<file path="config.mk">
export PLATFORM = sky130hd
export DESIGN_NAME = uart_tx_ctrl
export DESIGN_NICKNAME = d
export VERILOG_FILES = /design/src/rtl/uart_pkg.sv /design/src/rtl/tx_byte_fifo.sv /design/src/rtl/uart_tx_ctrl.sv
export SDC_FILE = /design/constraint.sdc
export NUM_CORES = 1
export LEC_CHECK = 0
export CORE_MARGIN = 2
export CORE_UTILIZATION = 41
export DETAILED_ROUTE_END_ITERATION = 7
export PLACE_DENSITY = 0.67
export SETUP_SLACK_MARGIN = 0.3
export SYNTH_ARGS = -nofsm -noshare
export SYNTH_HDL_FRONTEND = slang
export SYNTH_SLANG_ARGS = --single-unit
</file>
<file path="constraint.sdc">
create_clock -name baud_clk -period 2.2 [get_ports baud_clk]
set_input_delay 0.44 -clock baud_clk [delete_from_list [all_inputs] [get_ports baud_clk]]
set_output_delay 0.44 -clock baud_clk [all_outputs]
set_load 0.03 [all_outputs]
</file>
<file path="src/rtl/uart_pkg.sv">
// Shared definitions for the UART transmit path.
//   FRAME_W / DATA_W   : frame and payload widths
//   START_BIT/STOP_BIT : line levels of the framing bits
//   IDLE_FRAME         : all-ones frame that keeps the line idle-high
//   state_t            : transmit controller states
//   calc_parity        : parity bit for a payload byte
//   build_frame        : assembles the 11-bit frame, LSB (start bit) first
package uart_pkg;

  localparam int FRAME_W = 11;
  localparam int DATA_W  = 8;

  localparam logic START_BIT = 1'b0;
  localparam logic STOP_BIT  = 1'b1;

  localparam logic [FRAME_W-1:0] IDLE_FRAME = 11'h7FF;

  typedef enum logic [2:0] {
    IDLE,
    LOAD,
    START,
    WAIT_DONE,
    GAP
  } state_t;

  // Even parity is the XOR of the data bits; odd parity is its inverse.
  function automatic logic calc_parity(input logic [DATA_W-1:0] data,
                                       input logic              odd);
    return (^data) ^ odd;
  endfunction

  // Without parity, bit 9 becomes a second stop bit.
  function automatic logic [FRAME_W-1:0] build_frame(input logic [DATA_W-1:0] data,
                                                     input logic              parity_en,
                                                     input logic              parity_odd);
    logic bit9;
    bit9 = parity_en ? calc_parity(data, parity_odd) : STOP_BIT;
    return {STOP_BIT, bit9, data, START_BIT};
  endfunction

endpackage

</file>
<file path="src/rtl/tx_byte_fifo.sv">
// Synchronous byte FIFO between the host handshake and the frame sequencer.
//   clk, rst   : clock, synchronous active-high reset (empties the FIFO)
//   push       : write push_data when not full (ignored when full)
//   push_data  : byte to enqueue
//   pop        : discard head byte when not empty (ignored when empty)
//   head_data  : byte at the head of the queue
//   full/empty : occupancy flags decoded from the registered count
module tx_byte_fifo
  import uart_pkg::*;
#(
  parameter int FIFO_DEPTH = 4
) (
  input  logic              clk,
  input  logic              rst,
  input  logic              push,
  input  logic [DATA_W-1:0] push_data,
  input  logic              pop,
  output logic [DATA_W-1:0] head_data,
  output logic              full,
  output logic              empty
);

  localparam int AW = $clog2(FIFO_DEPTH);
  localparam int CW = $clog2(FIFO_DEPTH) + 1;

  logic [DATA_W-1:0] mem [FIFO_DEPTH];
  logic [AW-1:0]     wr_ptr;
  logic [AW-1:0]     rd_ptr;
  logic [CW-1:0]     count;
  logic              push_ok;
  logic              pop_ok;

  assign full      = (count == CW'(FIFO_DEPTH));
  assign empty     = (count == '0);
  assign push_ok   = push && !full;
  assign pop_ok    = pop && !empty;
  assign head_data = mem[rd_ptr];

  // Pointers wrap naturally because FIFO_DEPTH is a power of two.
  always_ff @(posedge clk) begin
    if (rst) begin
      wr_ptr <= '0;
      rd_ptr <= '0;
      count  <= '0;
    end else begin
      if (push_ok) wr_ptr <= wr_ptr + AW'(1);
      if (pop_ok)  rd_ptr <= rd_ptr + AW'(1);
      case ({push_ok, pop_ok})
        2'b10:   count <= count + CW'(1);
        2'b01:   count <= count - CW'(1);
        default: count <= count;
      endcase
    end
  end

  always_ff @(posedge clk) begin
    if (push_ok) mem[wr_ptr] <= push_data;
  end

endmodule

</file>
<file path="src/rtl/uart_tx_ctrl.sv">
// UART transmit controller: buffers host bytes, builds each 11-bit frame and
// sequences the PISO shifter through piso_start / done_flag.
//   baud_clk     : sole clock
//   rst          : synchronous active-high reset
//   tx_data/tx_valid/tx_ready : host byte handshake (transfer on valid&&ready)
//   parity_en, parity_odd     : frame options, sampled once per frame in LOAD
//   data_frame   : frame presented to the PISO (idle-high when nothing sent)
//   piso_start   : held high from START through WAIT_DONE
//   active_flag  : PISO transmitting (protocol monitoring only)
//   done_flag    : PISO frame complete, pulse or level
//   busy         : bytes queued or a frame in progress
//   tx_error     : one-cycle pulse when a frame is aborted on timeout
module uart_tx_ctrl
  import uart_pkg::*;
#(
  parameter int FIFO_DEPTH     = 4,
  parameter int GAP_CYCLES     = 1,
  parameter int TIMEOUT_CYCLES = 32
) (
  input  logic               baud_clk,
  input  logic               rst,
  input  logic [DATA_W-1:0]  tx_data,
  input  logic               tx_valid,
  output logic               tx_ready,
  input  logic               parity_en,
  input  logic               parity_odd,
  output logic [FRAME_W-1:0] data_frame,
  output logic               piso_start,
  input  logic               active_flag,
  input  logic               done_flag,
  output logic               busy,
  output logic               tx_error
);

  localparam int TW = $clog2(TIMEOUT_CYCLES + 1);
  localparam int GW = $clog2(GAP_CYCLES + 1);

  if (FIFO_DEPTH < 2 || FIFO_DEPTH > 16 || (FIFO_DEPTH & (FIFO_DEPTH - 1)) != 0) begin : g_bad_depth
    $error("uart_tx_ctrl: FIFO_DEPTH must be a power of two in 2..16");
  end
  if (GAP_CYCLES < 1) begin : g_bad_gap
    $error("uart_tx_ctrl: GAP_CYCLES must be at least 1");
  end

  state_t            state;
  state_t            next_state;
  logic              fifo_pop;
  logic              fifo_full;
  logic              fifo_empty;
  logic [DATA_W-1:0] fifo_head;
  logic [DATA_W-1:0] byte_p0;
  logic [TW-1:0]     tmo_cnt;
  logic [GW-1:0]     gap_cnt;
  logic              abort;
  logic              orphan_active;

  tx_byte_fifo #(
    .FIFO_DEPTH (FIFO_DEPTH)
  ) u_fifo (
    .clk       (baud_clk),
    .rst       (rst),
    .push      (tx_valid),
    .push_data (tx_data),
    .pop       (fifo_pop),
    .head_data (fifo_head),
    .full      (fifo_full),
    .empty     (fifo_empty)
  );

  // Ready comes from the registered occupancy, so a pop in the same cycle
  // does not open the FIFO to a push until the following cycle.
  assign tx_ready = !fifo_full;
  assign busy     = !fifo_empty || (state != IDLE);

  always_comb begin
    next_state = state;
    fifo_pop   = 1'b0;
    abort      = 1'b0;
    case (state)
      IDLE: begin
        if (!fifo_empty) begin
          fifo_pop   = 1'b1;
          next_state = LOAD;
        end
      end
      LOAD:  next_state = START;
      START: next_state = WAIT_DONE;
      WAIT_DONE: begin
        if (done_flag) begin
          next_state = GAP;
        end else if (tmo_cnt == TW'(TIMEOUT_CYCLES - 1)) begin
          abort      = 1'b1;
          next_state = GAP;
        end
      end
      GAP: begin
        if (gap_cnt == GW'(GAP_CYCLES - 1)) next_state = IDLE;
      end
      default: next_state = IDLE;
    endcase
  end

  // Stage p0: byte captured as it leaves the FIFO head.
  always_ff @(posedge baud_clk) begin
    if (fifo_pop) byte_p0 <= fifo_head;
  end

  // Stage p1: frame register and PISO control.
  always_ff @(posedge baud_clk) begin
    if (rst) begin
      state      <= IDLE;
      piso_start <= 1'b0;
      tx_error   <= 1'b0;
      data_frame <= IDLE_FRAME;
      tmo_cnt    <= '0;
      gap_cnt    <= '0;
    end else begin
      state      <= next_state;
      piso_start <= (next_state == START) || (next_state == WAIT_DONE);
      tx_error   <= abort;
      if (state == LOAD) begin
        data_frame <= build_frame(byte_p0, parity_en, parity_odd);
      end
      if (state == START)          tmo_cnt <= '0;
      else if (state == WAIT_DONE) tmo_cnt <= tmo_cnt + TW'(1);
      if (state == GAP) gap_cnt <= gap_cnt + GW'(1);
      else              gap_cnt <= '0;
    end
  end

  // The PISO must not keep transmitting long after it has been released.
  assign orphan_active = active_flag && !piso_start;

  a_active_released : assert property (@(posedge baud_clk) disable iff (rst)
    !(orphan_active && $past(orphan_active, 1) && $past(orphan_active, 2)))
    else $error("uart_tx_ctrl: active_flag high with piso_start low for more than 2 cycles");

endmodule
</file>
==> results by group <==
Final layout
  • Number of diodes: 0
  • Non-Filler Instances: 318
  • Area of the multi-input gates: ~960 µm²
  • Finished Cell Area: 3410 µm²
  • Fillers: about 550
  • Nets: 258
  • Register area: around 1800 µm²
  • Layout cells sized above 1: between 20% and 30%
  • Area growth syn-to-layout: 24.0%

CTS
  • Skew-Pair Late Insertion Delay: between 300 and 400 ps
  • CTS tree: yes
  • CTS root buf: clkbuf_8
  • Clock Pin Slew Worst Setup and Hold Paths: about 80 ps
  • Inserted Clock Buffers: 9
  • Htree depth: 3
  • Clk sinks: 69
  • Clock Path Buffers: 2

Global routing
  • Largest net degree at the start of global routing: 21
  • Initial antenna violation count: 0
  • Vias in the first global route: between 1500 and 2000
  • GRT overflow: 0
  • GRT Total Usage: ~14%
  • Global-route wire length before repair: ~7600 µm

Timing
  • RSZ-0062 raised after global routing: yes
  • Final min period: between 1500 and 2000 ps
  • Final Hold Fails: 0
  • Post-route setup TNS: 0 ps
  • Clk_skew: between 5 and 6 ps
  • Final setup fails: 0
  • Achievable frequency: 0.518 GHz
  • Fin crit share: between 80 and 90%
  • Hold_ws: around 430 ps
  • Final Max Tran Viols: 0

Critical path
  • Worst Setup EP: u_fifo.count[2]
  • CP endpoint kind: flop
  • CP startpoint kind: flop
  • Crit path cell chain: nor3_4, and2b_4, ha_4, fa_2, xnor2_1, or3_1, a21oi_2
  • Reg2reg path depth: 7
  • Worst stage delay on the critical path: approximately 360 ps
  • Critical Path AT: roughly 2200 ps
  • Setup CP Type: reg2reg
  • Worst R2R End: u_fifo.count[2]
  • Worst-path cell with the longest stage delay: dfxtp_4
  • CP max FO: 4
  • Worst Path Required: around 2500 ps
  • CP startpoint: u_fifo.count[2]
  • Reg-to-reg startpoint: u_fifo.count[2]
  • R2R setup slack: 270 ps

Power and ir drop
  • PD cells: 1320 nW/µm²
  • Comb pwr share: between 30 and 40%
  • Sequential Power Share: a little over two fifths
  • Clock power frac: between 20% and 30%
  • Int Power: 2990 µW
  • Pleak: 0.00121 µW
  • Switching Power: ~1500 µW
  • Sw Ratio: approximately a third
  • Worst vdd ir: slightly below 0.0007 V

Logic synthesis
  • Syn Area/Cell: about 14 µm²
  • Synth area leader: edfxtp_1
  • Synth area leaders: edfxtp_1 44%, dfxtp_1 21%, mux4_2 6.5%
  • Cell Area, Synth: ~2800 µm²
  • Synth Net Count: ~220
  • Yosys top cell area share: a little over two fifths
  • Top_reg_cell synth: edfxtp_1
  • Mapped Cells: around 190
  • Synth Register Bits: just under 70
  • Register area share after synthesis: between 60 and 70%
  • Top-count cell post-synth: edfxtp_1
  • Post-synth cell types: 40
  • Top cells by count, synth: 40 x edfxtp_1, 29 x dfxtp_1, 11 x nor2_1
  • Post-synth EDFFs: 40
  • Async SR Flop Fraction: 0%
  • YS warnings: 0

Floorplanning
  • Ports: 30
  • Die height: around 86 µm
  • Initial Utilization: 42.8%
  • Die W: between 80 and 90 µm
  • Core area: about 6400 µm²
  • Die Area: around 7400 µm²
  • Rows: 29

Placed design
  • I/O Buffers: 27
  • Placed insts: approximately 300
  • Post-DP HPWL: 2980 µm
  • Cell Area, Placed: about 3200 µm²
  • Final RePlAce weighted congestion: ~0.70

Route
  • Via count: 1555
  • WL/cell: ~14 µm
  • Routed vias/inst: ~4.9
  • DR DRC count: 0
  • Initial DRC count: 87
  • Routed Antenna Nets: 0
  • DRT Pass-1 Iters: 4
  • Total wire length: about 4400 µm

Min path
  • Tightest Hold Check Type: reg2reg

Flow run
  • # Max-Cap Violations: 0

Status
  • Status: completed
==> state kept, by name, indices dropped and copies added (netlist names), 2 cells and up <==
register,cells
u_fifo.rd_ptr,2
u_fifo.wr_ptr,2
tmo_cnt,6
u_fifo.count,3
state,3
u_fifo.mem,32
byte_p0,8
data_frame,10
==> metal layers <==
metal	part of all wire (%)	track usage, %
met5	0	0
met4	1.1	5.63
met3	4.3	5.29
met2	47	19.8
met1	48	19.0
==> critical path, delay by kind of cell, from the launching register on <==
family                     cells  cell delay (ps)
and+or+nand+nor                3              740
DFF                            1              360
xor gates and xnor gates       1              140
AOI/OAI and AO/OA              1              130
adders and majority gates      2              500
==> stage by stage <==
| stage | utilization [%] | setup slack [ps] | power, µW |
|---|---|---|---|
| after global placement | 49.6 | -1.92 | 3470 |
| after detailed placement | 49.6 | -54.2 | 3520 |
| after CTS | 53.1 | 266 | 4530 |
| after floorplan | - | 277 | 3010 |
| final | 53.1 | 268 | 4490 |
| after global routing | 53.1 | 171 | 4780 |
==> repair_timing <==
action                                  CTS  global route
resized for setup                        12             5
endpoints found under the setup margin    3             3
pin swaps                                 1             2
buffers inserted                          4             0
hold buffers                              0             0
==> cell type report <==
type,instances,area share [%]
sequential,69,52.5
multi-input combinational,110,28.0
timing repair buffer,41,10.8
clock buffer,9,3.63
tap,77,2.82
clock inverter,7,1.69
inverter,5,0.550
==> worst min path at each step <==
stage / startpoint / to / slack (ps) / depth (start not counted)
2_1_floorplan: gap_cnt / gap_cnt / 400 / 1
3_3_place_gp: gap_cnt / gap_cnt / 410 / 1
3_5_place_dp: gap_cnt / gap_cnt / 420 / 1
4_1_cts: gap_cnt / gap_cnt / 440 / 1
5_1_grt: gap_cnt / gap_cnt / 460 / 1
6_report: gap_cnt / gap_cnt / 430 / 1
==> cell families after synthesis <==
family                   Yosys count  share of synthesized area [%]
flip-flops                        69                           64.8
AND/OR/NAND/NOR                   55                           10.8
AO/OA/AOI/OAI                     23                           6.18
XOR/XNOR                          15                           5.55
buffers and inverters             14                           2.23
multiplexers                       9                           6.91
adder cells (fa/ha/maj)            7                           3.46
other                              1                          0.136
==> cell usage in the layout (no fill, tap or decap), types with 2 or more instances in the layout <==
cell type and count:
a211o_1 7, a21oi_1 3, a31oi_1 2, and3_1 4, buf_4 15, clkbuf_8 9
clkdlybuf4s50_1 25, clkinvlp_4 2, dfxtp_1 26, dfxtp_4 2, edfxtp_1 40, ha_1 5
inv_1 4, inv_6 3, mux4_2 8, nand2_1 9, nand3b_1 2, nand4_1 3
nor2_1 11, nor2b_1 9, nor3_1 3, o21ai_0 2, o21bai_1 3, or3_1 5
xnor2_1 8, xor2_1 5
==> power by group through the flow <==
stage               registers [µW]  clock network, µW  logic, µW
detailed placement            1940                  0       1580
floorplan                     2040                  0        966
global placement              1930                  0       1540
finish                        1930                948       1620
global route                  1970               1040       1770
CTS                           1930                977       1630
Note: power is estimated with default switching activity, not from simulation.
==> RTL change: new RTL, same settings <==
`FIFO_DEPTH` is set to 4 in 2 places; all go to 8.
--- a/src/rtl/tx_byte_fifo.sv
+++ b/src/rtl/tx_byte_fifo.sv
@@ -10,3 +10,3 @@
 #(
-  parameter int FIFO_DEPTH = 4
+  parameter int FIFO_DEPTH = 8
 ) (
--- a/src/rtl/uart_tx_ctrl.sv
+++ b/src/rtl/uart_tx_ctrl.sv
@@ -15,3 +15,3 @@
 #(
-  parameter int FIFO_DEPTH     = 4,
+  parameter int FIFO_DEPTH     = 8,
   parameter int GAP_CYCLES     = 1,
Behaviour: not the same (a bounded check fails within 10 cycles, from zero or initial values and one cycle with rst high).
==> RTL change against the original RTL <==
  * Worst setup slack lost 0.12 ns
  * Worst hold slack gained 0.034 ns
  * Critical path type unchanged
  * First-iteration DRC count grew 1.1%
  * Maximum frequency shrank 6.1%
  * Highest routed layer unchanged
  * Design area grew 52%
  * Count of clock-buffer cells in the layout is the same
  * Sequential cell count grew 35
  * Area after synthesis grew 54%
  * Total power grew 34%
  * Wire length grew 57%
==> RTL change: results (changes against the original RTL) <==
| Metric | Value |
|---|---|
| Layout Skew | 0.0146 ns (+0.00860 ns) |
| Later-pin clock latency in the skew report | 0.36 ns (+0.02 ns) |
| GRT met2 Usage | 21.5% (+1.7 points) |
| Critical hold path startpoint | data_frame[0] |
| Proportion of synthesized chip area in sequential cells | 66.1% (+1.3 points) |
| Diodes inserted | 0 (unchanged) |
| Routed wl met2 | 3.29 mm (+59%) |
| Compound-Gate Fraction of Synth Area | 4.51% (-1.7 points) |
| Worst-path clk slew | 0.11 ns (+0.03 ns) |
| Worst r2r src | u_fifo.count[3] |
| GRT Util Overall | 13.5% (-0.38 points) |
| First-pass GRT wire length | 11.4 mm (+50%) |
| PwrDens | 1160 mW/mm^2 (-12%) |
| Syn. warnings | 0 (unchanged) |
| Outcome | completed |
| Vias in the first global route | 2267 (+48%) |
| Area contributors post-synth | edfxtp_1, dfxtp_1, mux4_1 |
| Worst hold endpoint | data_frame[0] |
| Met3 usage | 4.45% (-0.84 points) |
| Comb power | 0.00220 W (+36%) |
| Worst r2r path cells | 10 (+3) |
| CP max FO | 3 (-1) |
| Leak | 1.79 nW (+48%) |
| Final Wtd Congestion | 0.744 (+6.1%) |
| VDD IR max | 0.583 mV (-13%) |
| Share of cells above drive strength 1 | 25.1% (+2.3 points) |
| Worst reg2reg endpoint | u_fifo.count[3] |
| Net Count, Synth | 289 (+34%) |
| Post-CTS setup buffer count | 6 (+2) |
| Grt met1 use | 17.6% (-1.4 points) |
| Largest net degree at the start of global routing | 20 (-4.8%) |
| Number of cells on the worst hold path | 2 (+1) |
| CP max stage cell | dfxtp_2 |
| M1 wire length | 3.20 mm (+50%) |
| Fillers | 847 (+53%) |
| Layout Nets | 348 (+35%) |
| CP arrival | 2.36 ns (+0.15 ns) |
| WL met3 | 425 um (+120%) |
| Avg WL per Cell | 14.9 um (+7.1%) |
| Vias/cell | 4.94 (+1.1%) |
| Pint | 0.00414 W (+39%) |
| DR iter-0 viols | 88 (+1.1%) |
| Largest regs | u_fifo.mem: 64 flops, data_frame: 10 flops, byte_p0: 8 flops |
| Sequential Power | 0.00258 W (+34%) |
| Synth unique cells | 46 (+15%) |
| Post-synth EDFFs | 72 (+80%) |
| Hpwl dp | 4.47 mm (+50%) |
| Synth Area in Adders | 2.24% (-1.2 points) |
==> RTL change: cell type report <==
cell class	count	share of cell area (%)
Sequential cell	104	54.2
Multi-Input combinational cell	145	27.2
Timing Repair Buffer	61	10.9
Tap cell	136	3.29
Clock buffer	9	2.39
Clock inverter	7	1.67
Inverter	5	0.362
==> RTL change: worst max path at each step <==
| stage | start | to | slack, ns | cells after the start |
|---|---|---|---|---|
| 6_report | u_fifo.count[3] | u_fifo.count[3] | 0.14 | 10 |
| 2_1_floorplan | state[0] | u_fifo.count[3] | -0.19 | 9 |
| 4_1_cts | u_fifo.count[2] | busy | 0.08 | 5 |
| 5_1_grt | u_fifo.count[3] | u_fifo.count[3] | 0.005 | 10 |
| 3_3_place_gp | tx_valid | u_fifo.count[3] | -0.12 | 9 |
| 3_5_place_dp | tx_valid | u_fifo.count[3] | -0.17 | 9 |
==> RTL change: metrics by stage <==
step                area (um^2)  std cells
CTS                        5140        465
global placement           4860        443
detailed placement         4860        443
global route               5180        467
floorplan                  4290        267
finish                     5180        467
